File: config.mk
export PLATFORM = sky130hd
export DESIGN_NAME = lcd_write_fsm
export DESIGN_NICKNAME = d
export VERILOG_FILES = /design/src/rtl/lcd_write_fsm.sv
export SDC_FILE = /design/constraint.sdc
export NUM_CORES = 1
export LEC_CHECK = 0
export BUFFER_PORTS_ARGS = -buffer_cell sky130_fd_sc_hd__buf_2
export CAP_MARGIN = 20
export CORE_MARGIN = 2
export CORE_UTILIZATION = 35
export DETAILED_ROUTE_END_ITERATION = 7
export PLACE_DENSITY = 0.61
export SLEW_MARGIN = 20
export SYNTH_ARGS = -nofsm -noshare
export SYNTH_HDL_FRONTEND = slang
export SYNTH_SLANG_ARGS = --single-unit
export TNS_END_PERCENT = 5
File: constraint.sdc
create_clock -name clk -period 2.5 [get_ports clk]
set_input_delay 0.25 -clock clk [delete_from_list [all_inputs] [get_ports clk]]
set_output_delay 0.25 -clock clk [all_outputs]
set_load 0.005 [all_outputs]
File: src/rtl/lcd_write_fsm.sv
// lcd_write_fsm
//   Configures a character LCD after the power-on init sequencer reports done,
//   then streams bytes (commands or characters) from a text writer onto the
//   4-bit LCD bus. Each byte goes out as two LCD_E-strobed nibbles, upper nibble
//   first. The required inter-nibble and post-byte delays are timed with a
//   shared cycle counter.
//
//   Parameters (cycles at 50 MHz):
//     SETUP_CYC     data/RS valid before LCD_E rises
//     PULSE_CYC     LCD_E high width
//     HOLD_CYC      data held after LCD_E falls
//     GAP_CYC       idle between upper and lower nibble
//     CMD_WAIT_CYC  wait after an ordinary byte
//     CLR_WAIT_CYC  wait after Clear (0x01) / Home (0x02) commands
//
//   Ports:
//     clk       in   system clock, rising edge
//     reset     in   asynchronous, active-high reset
//     enable    in   init-sequence-complete flag (sampled only while waiting)
//     wr_valid  in   byte offered by the writer
//     wr_data   in   byte to write
//     wr_rs     in   0 = command, 1 = character data
//     wr_ready  out  block accepts a byte this cycle
//     cfg_done  out  configuration finished, sticky until reset
//     SF_D      out  LCD bus, nibble on [11:8], [7:0] always 0
//     LCD_E     out  LCD enable strobe
//     LCD_RS    out  register select
//     LCD_RW    out  always 0 (write only)
module lcd_write_fsm #(
  parameter int SETUP_CYC    = 2,
  parameter int PULSE_CYC    = 12,
  parameter int HOLD_CYC     = 1,
  parameter int GAP_CYC      = 50,
  parameter int CMD_WAIT_CYC = 2000,
  parameter int CLR_WAIT_CYC = 82000
) (
  input  logic        clk,
  input  logic        reset,
  input  logic        enable,
  input  logic        wr_valid,
  input  logic [7:0]  wr_data,
  input  logic        wr_rs,
  output logic        wr_ready,
  output logic        cfg_done,
  output logic [11:0] SF_D,
  output logic        LCD_E,
  output logic        LCD_RS,
  output logic        LCD_RW
);

  localparam int CNT_W = 17;
  typedef logic [CNT_W-1:0] cnt_t;

  typedef enum logic [3:0] {
    S_WAIT_INIT,
    S_CFG_LOAD,
    S_IDLE,
    S_U_SETUP,
    S_U_PULSE,
    S_U_HOLD,
    S_GAP,
    S_L_SETUP,
    S_L_PULSE,
    S_L_HOLD,
    S_POST_WAIT
  } state_e;

  // Configuration commands issued in order once init is done:
  // Function Set, Entry Mode, Display On, Clear.
  function automatic logic [7:0] cfg_byte(input logic [1:0] k);
    case (k)
      2'd0:    cfg_byte = 8'h28;
      2'd1:    cfg_byte = 8'h06;
      2'd2:    cfg_byte = 8'h0C;
      default: cfg_byte = 8'h01;
    endcase
  endfunction

  state_e     state_q, state_d;
  cnt_t       cnt_q, cnt_d;
  logic [1:0] k_q, k_d;
  logic [7:0] byte_q, byte_d;
  logic       rs_q, rs_d;
  logic       cfg_done_q, cfg_done_d;

  // Registered bus outputs, decoded from the next state so they line up
  // exactly with the state they belong to.
  logic [3:0] nib_q, nib_d;
  logic       e_q, e_d;
  logic       rs_o_q, rs_o_d;
  logic       ready_q, ready_d;

  logic       is_clr;
  logic       timed;
  cnt_t       last_cnt;
  logic       tdone;

  // Clear and Home need the long post-byte wait; a character 0x01/0x02 does not.
  assign is_clr = !rs_q && ((byte_q == 8'h01) || (byte_q == 8'h02));

  // Terminal count of the current timed state.
  always_comb begin
    last_cnt = '0;
    timed    = 1'b1;
    case (state_q)
      S_U_SETUP, S_L_SETUP: last_cnt = cnt_t'(SETUP_CYC - 1);
      S_U_PULSE, S_L_PULSE: last_cnt = cnt_t'(PULSE_CYC - 1);
      S_U_HOLD,  S_L_HOLD:  last_cnt = cnt_t'(HOLD_CYC - 1);
      S_GAP:                last_cnt = cnt_t'(GAP_CYC - 1);
      S_POST_WAIT:          last_cnt = is_clr ? cnt_t'(CLR_WAIT_CYC - 1)
                                              : cnt_t'(CMD_WAIT_CYC - 1);
      default:              timed    = 1'b0;
    endcase
  end

  assign tdone = timed && (cnt_q == last_cnt);

  // Next-state logic
  always_comb begin
    state_d    = state_q;
    k_d        = k_q;
    byte_d     = byte_q;
    rs_d       = rs_q;
    cfg_done_d = cfg_done_q;
    cnt_d      = '0;

    case (state_q)
      S_WAIT_INIT: begin
        if (enable) state_d = S_CFG_LOAD;
      end
      S_CFG_LOAD: begin
        byte_d  = cfg_byte(k_q);
        rs_d    = 1'b0;
        state_d = S_U_SETUP;
      end
      S_IDLE: begin
        if (wr_valid && ready_q) begin
          byte_d  = wr_data;
          rs_d    = wr_rs;
          state_d = S_U_SETUP;
        end
      end
      S_U_SETUP: if (tdone) state_d = S_U_PULSE;
      S_U_PULSE: if (tdone) state_d = S_U_HOLD;
      S_U_HOLD:  if (tdone) state_d = S_GAP;
      S_GAP:     if (tdone) state_d = S_L_SETUP;
      S_L_SETUP: if (tdone) state_d = S_L_PULSE;
      S_L_PULSE: if (tdone) state_d = S_L_HOLD;
      S_L_HOLD:  if (tdone) state_d = S_POST_WAIT;
      S_POST_WAIT: begin
        if (tdone) begin
          if (!cfg_done_q) begin
            if (k_q == 2'd3) begin
              cfg_done_d = 1'b1;
              state_d    = S_IDLE;
            end else begin
              k_d     = k_q + 2'd1;
              state_d = S_CFG_LOAD;
            end
          end else begin
            state_d = S_IDLE;
          end
        end
      end
      default: state_d = S_WAIT_INIT;
    endcase

    // Counter restarts on every state entry and only runs in timed states.
    if (timed && (state_d == state_q)) cnt_d = cnt_q + cnt_t'(1);
  end

  // Output decode from the next state
  always_comb begin
    nib_d   = 4'h0;
    e_d     = 1'b0;
    rs_o_d  = rs_d;
    ready_d = 1'b0;
    case (state_d)
      S_U_SETUP, S_U_HOLD: nib_d = byte_d[7:4];
      S_U_PULSE: begin
        nib_d = byte_d[7:4];
        e_d   = 1'b1;
      end
      S_L_SETUP, S_L_HOLD: nib_d = byte_d[3:0];
      S_L_PULSE: begin
        nib_d = byte_d[3:0];
        e_d   = 1'b1;
      end
      S_WAIT_INIT: rs_o_d = 1'b0;
      S_IDLE: begin
        rs_o_d  = 1'b0;
        ready_d = 1'b1;
      end
      default: ;
    endcase
  end

  always_ff @(posedge clk or posedge reset) begin
    if (reset) begin
      state_q    <= S_WAIT_INIT;
      cnt_q      <= '0;
      k_q        <= '0;
      byte_q     <= '0;
      rs_q       <= 1'b0;
      cfg_done_q <= 1'b0;
      nib_q      <= '0;
      e_q        <= 1'b0;
      rs_o_q     <= 1'b0;
      ready_q    <= 1'b0;
    end else begin
      state_q    <= state_d;
      cnt_q      <= cnt_d;
      k_q        <= k_d;
      byte_q     <= byte_d;
      rs_q       <= rs_d;
      cfg_done_q <= cfg_done_d;
      nib_q      <= nib_d;
      e_q        <= e_d;
      rs_o_q     <= rs_o_d;
      ready_q    <= ready_d;
    end
  end

  assign SF_D     = {nib_q, 8'h00};
  assign LCD_E    = e_q;
  assign LCD_RS   = rs_o_q;
  assign LCD_RW   = 1'b0;
  assign wr_ready = ready_q;
  assign cfg_done = cfg_done_q;

endmodule

==> impl_metrics.py <==
metrics = {
    "outcome": {
        "status": "finished, violations left",
        "violations": "setup timing",
    },
    "place": {
        "place_area_sq_um": 2942,
        "hpwl_um": 4087,
        "portBuffers": 20,
        "placed_cells": 397,
        "gp_congestion": 0.8273,
    },
    "cts": {
        "cts_tree": "done",
        "numCtsBuffers": 5,
        "path_clk_slew_ns": 0.08,
        "cts_root_buf": "clkbuf_8",
        "numClockSinks": 40,
        "cts_buffer_depth": 2,
        "clkLatencyLatePin_ns": 0.29,
        "h-tree-depth": 2,
        "holdBufCountCts": 0,
    },
    "final_layout": {
        "fin_nets": 347,
        "nFillCells": 650,
        "antenna_cells": 0,
        "layout.cells.non_filler": 409,
        "final_area_sq_um": 3127,
        "final_common_cell": "buf_4",
        "drive_above_1_share": 0.3556,
        "mostFrequentLayoutCells": "buf_4, dfrtp_1, nand2_1",
        "area_growth_pct": 29.62,
    },
    "sta": {
        "setup_ws_ns": -0.2510,
        "maxSlewViolCount": 0,
        "maxSlewHeadroom": 0.6574,
        "post-route-period-util": 1.100,
        "setup_viol": 21,
        "hold_ws_ns": 0.07409,
        "worst_pin_slew_ns": 0.5139,
        "fmax_mhz": 363.5,
        "finalHoldViolCount": 0,
        "rsz0062_at_grt": "true",
        "fin_crit_ns": 2.751,
        "finClkSkew_ns": 0.004586,
    },
    "power_and_ir_drop": {
        "p_comb_frac": 0.025,
        "p_clk_frac": 0.385,
        "p_switching_w": 0.0002457,
        "leakage_nw": 1.553,
        "seqPwrFrac": 0.591,
        "sw_frac_of_total": 0.2246,
        "cellInternalPower_w": 0.0008486,
        "powerDensity_nw_per_um2": 350.0,
        "ir_drop_mv": 0.2271,
    },
    "worst_setup_path": {
        "worstPathMaxFanout": 4,
        "cp-end-kind": "register",
        "crit_type": "reg2reg",
        "worstPathRequired_ns": 2.68,
        "cp.arrival_ns": 2.93,
        "start_kind": "register",
    },
    "job": {
        "cap_violations": 0,
    },
    "floorplanning": {
        "die-area_sq_um": 7572,
        "design.core.area_sq_um": 6719,
        "boundaryPins": 30,
        "start_util": 0.3590,
        "die_w_um": 87.02,
        "die_y_um": 87.02,
        "rows": 30,
    },
    "global_route": {
        "grt_pass1_vias": 1988,
        "grt_usage": 0.1596,
        "grt_start_max_net_pins": 41,
        "grt_overflow_total": 0,
        "antenna_found_initial": 0,
        "grt_pass1_wl_um": 9439,
    },
    "logic_synthesis": {
        "synth_mux_area_frac": 0.04305,
        "yosysTopAreaCell": "dfrtp_1",
        "synth-edff-count": 0,
        "synth_compound_area_frac": 0.1317,
        "syn_area_sq_um": 2412,
        "ys_seq_elements": 40,
        "synthAdderAreaFrac": 0.03112,
        "synth_flop_cell": "dfrtp_1",
        "yosysTopAreaCellShare": 0.4149,
        "yosysWarningCount": 0,
        "synth-simple-area-share": 0.2407,
        "avgSynthCellArea_sq_um": 9.460,
        "synthCells": 255,
        "synthTopCellsByArea": "dfrtp_1, xor2_1, nand2_1",
        "ys_async_sr_fraction": 1.000,
        "synth_top_family_by_area": "simple AND/OR/NAND/NOR gates",
        "synth.distinct_cells": 57,
        "synth_xor_area_frac": 0.06172,
        "yosysSeqAreaShare": 0.4149,
    },
    "drt": {
        "avgRoutedWirePerCell_um": 13.40,
        "drc_errors": 0,
        "drtAntennaViolNets": 0,
        "drt_iter0_markers": 122,
        "dr.pass1.iters": 4,
        "via_per_inst": 4.932,
        "finalWirelength_um": 5479,
        "num_vias": 2017,
    },
    "min_path": {
        "hold_path.class": "in2async",
    },
}
sequential cells by signal, indices dropped and copies added, names as in the netlist, 2 cells and up:
name and cells:
k_q 2, cnt_q 17, state_q 4, nib_q 4
byte_q 8
power by group through the flow:
stage / Sequential (W) / Combinational, W / Clock (W)
after global routing: 0.000646 / 0.0000330 / 0.000472
after global placement: 0.000659 / 0.0000276 / 0
after CTS: 0.000646 / 0.0000281 / 0.000441
after floorplan: 0.000659 / 0.0000231 / 0
after detailed placement: 0.000659 / 0.0000279 / 0
final: 0.000646 / 0.0000272 / 0.000421
critical path: stages, from the launching register on:
cell and delay (ns):
dfrtp_1 0.39, nor4_2 0.29, buf_4 0.18, a31oi_4 0.10
mux2i_1 0.22, o311a_1 0.24, and2_4 0.18, mux2_4 0.29
a21o_1 0.17, inv_2 0.09, mux2i_1 0.24, buf_4 0.17
o2bb2ai_1 0.08
metal layers:
metal,global-route usage,up-vias,part of all wire
li1,-,1017,-
met1,0.2096,963,0.47
met2,0.2700,33,0.49
met3,0.03507,4,0.031
met4,0.03409,0,0.0069
met5,0,-,0
cell usage after synthesis, types with 2 or more instances:
cell,n
buf_4,10
clkbuf_1,2
o221ai_1,2
a22oi_1,4
mux2i_1,3
o211ai_1,2
nand2b_1,2
or2_2,2
and4_1,2
a31o_2,2
nor4_1,2
a21oi_1,2
ha_1,6
nand3_1,12
and3_1,5
buf_6,4
mux2_2,3
nor2_2,10
and2_1,5
dfrtp_1,40
a31oi_1,3
nand4_1,4
xnor2_1,4
nor2_1,23
o21ai_0,6
o21a_1,5
nor3_1,7
o2bb2ai_1,4
inv_1,11
nand2_1,28
xor2_1,13
a311oi_1,2
cells by family (layout without fill, tap and decap cells):
logic type,after synthesis,in the layout
XOR/XNOR,17,17
AO/OA/AOI/OAI,41,41
multiplexers,9,9
adder cells (fa/ha/maj),6,6
other,1,9
AND/OR/NAND/NOR,111,111
flip-flops,40,40
buffers and inverters,30,96
path summary, 6_finish.rpt:
kind	startpoint	end	slack [ns]	cells past startpoint
setup / recovery	byte_q[2]	nib_q[2]	-0.25	12
hold / removal	reset	cnt_q[9]	0.07	3
setup reg to reg	byte_q[2]	nib_q[2]	-0.25	12
hold reg to reg	cfg_done	cfg_done	0.53	1
max in group asynchronous	reset	state_q[1]	2.05	3
min in group clk	wr_rs	rs_q	0.18	3
per-stage QoR:
stage	setup slack (ns)	utilization	TNS [ns]	power, W
detailed placement	-0.2387	0.4378	-3.823	0.0006871
finish	-0.2510	0.4654	-3.517	0.001094
floorplan	-0.07659	-	-0.9881	0.0006824
global route	-0.3581	0.4654	-6.617	0.001151
global placement	-0.2347	0.4378	-4.100	0.0006868
CTS	-0.2028	0.4631	-3.304	0.001115
timing repair:
item                                   CTS  global route
resized for setup                        6             3
setup endpoints to repair               21            23
setup buffers                            4             0
pin swaps                                4             3
endpoints found under the hold margin    0             0
layout make-up:
cell class                      count  area [sq um]  share of cell area
Timing Repair Buffer               76         574.3              0.1837
Tap cell                           80         100.1             0.03201
Inverter                           12         45.04             0.01441
Multi-Input combinational cell    193          1316              0.4210
Clock buffer                        5         68.82             0.02201
Sequential cell                    40          1003              0.3209
Clock inverter                      3         18.77            0.006002
Note: power is estimated with default switching activity, not from simulation.
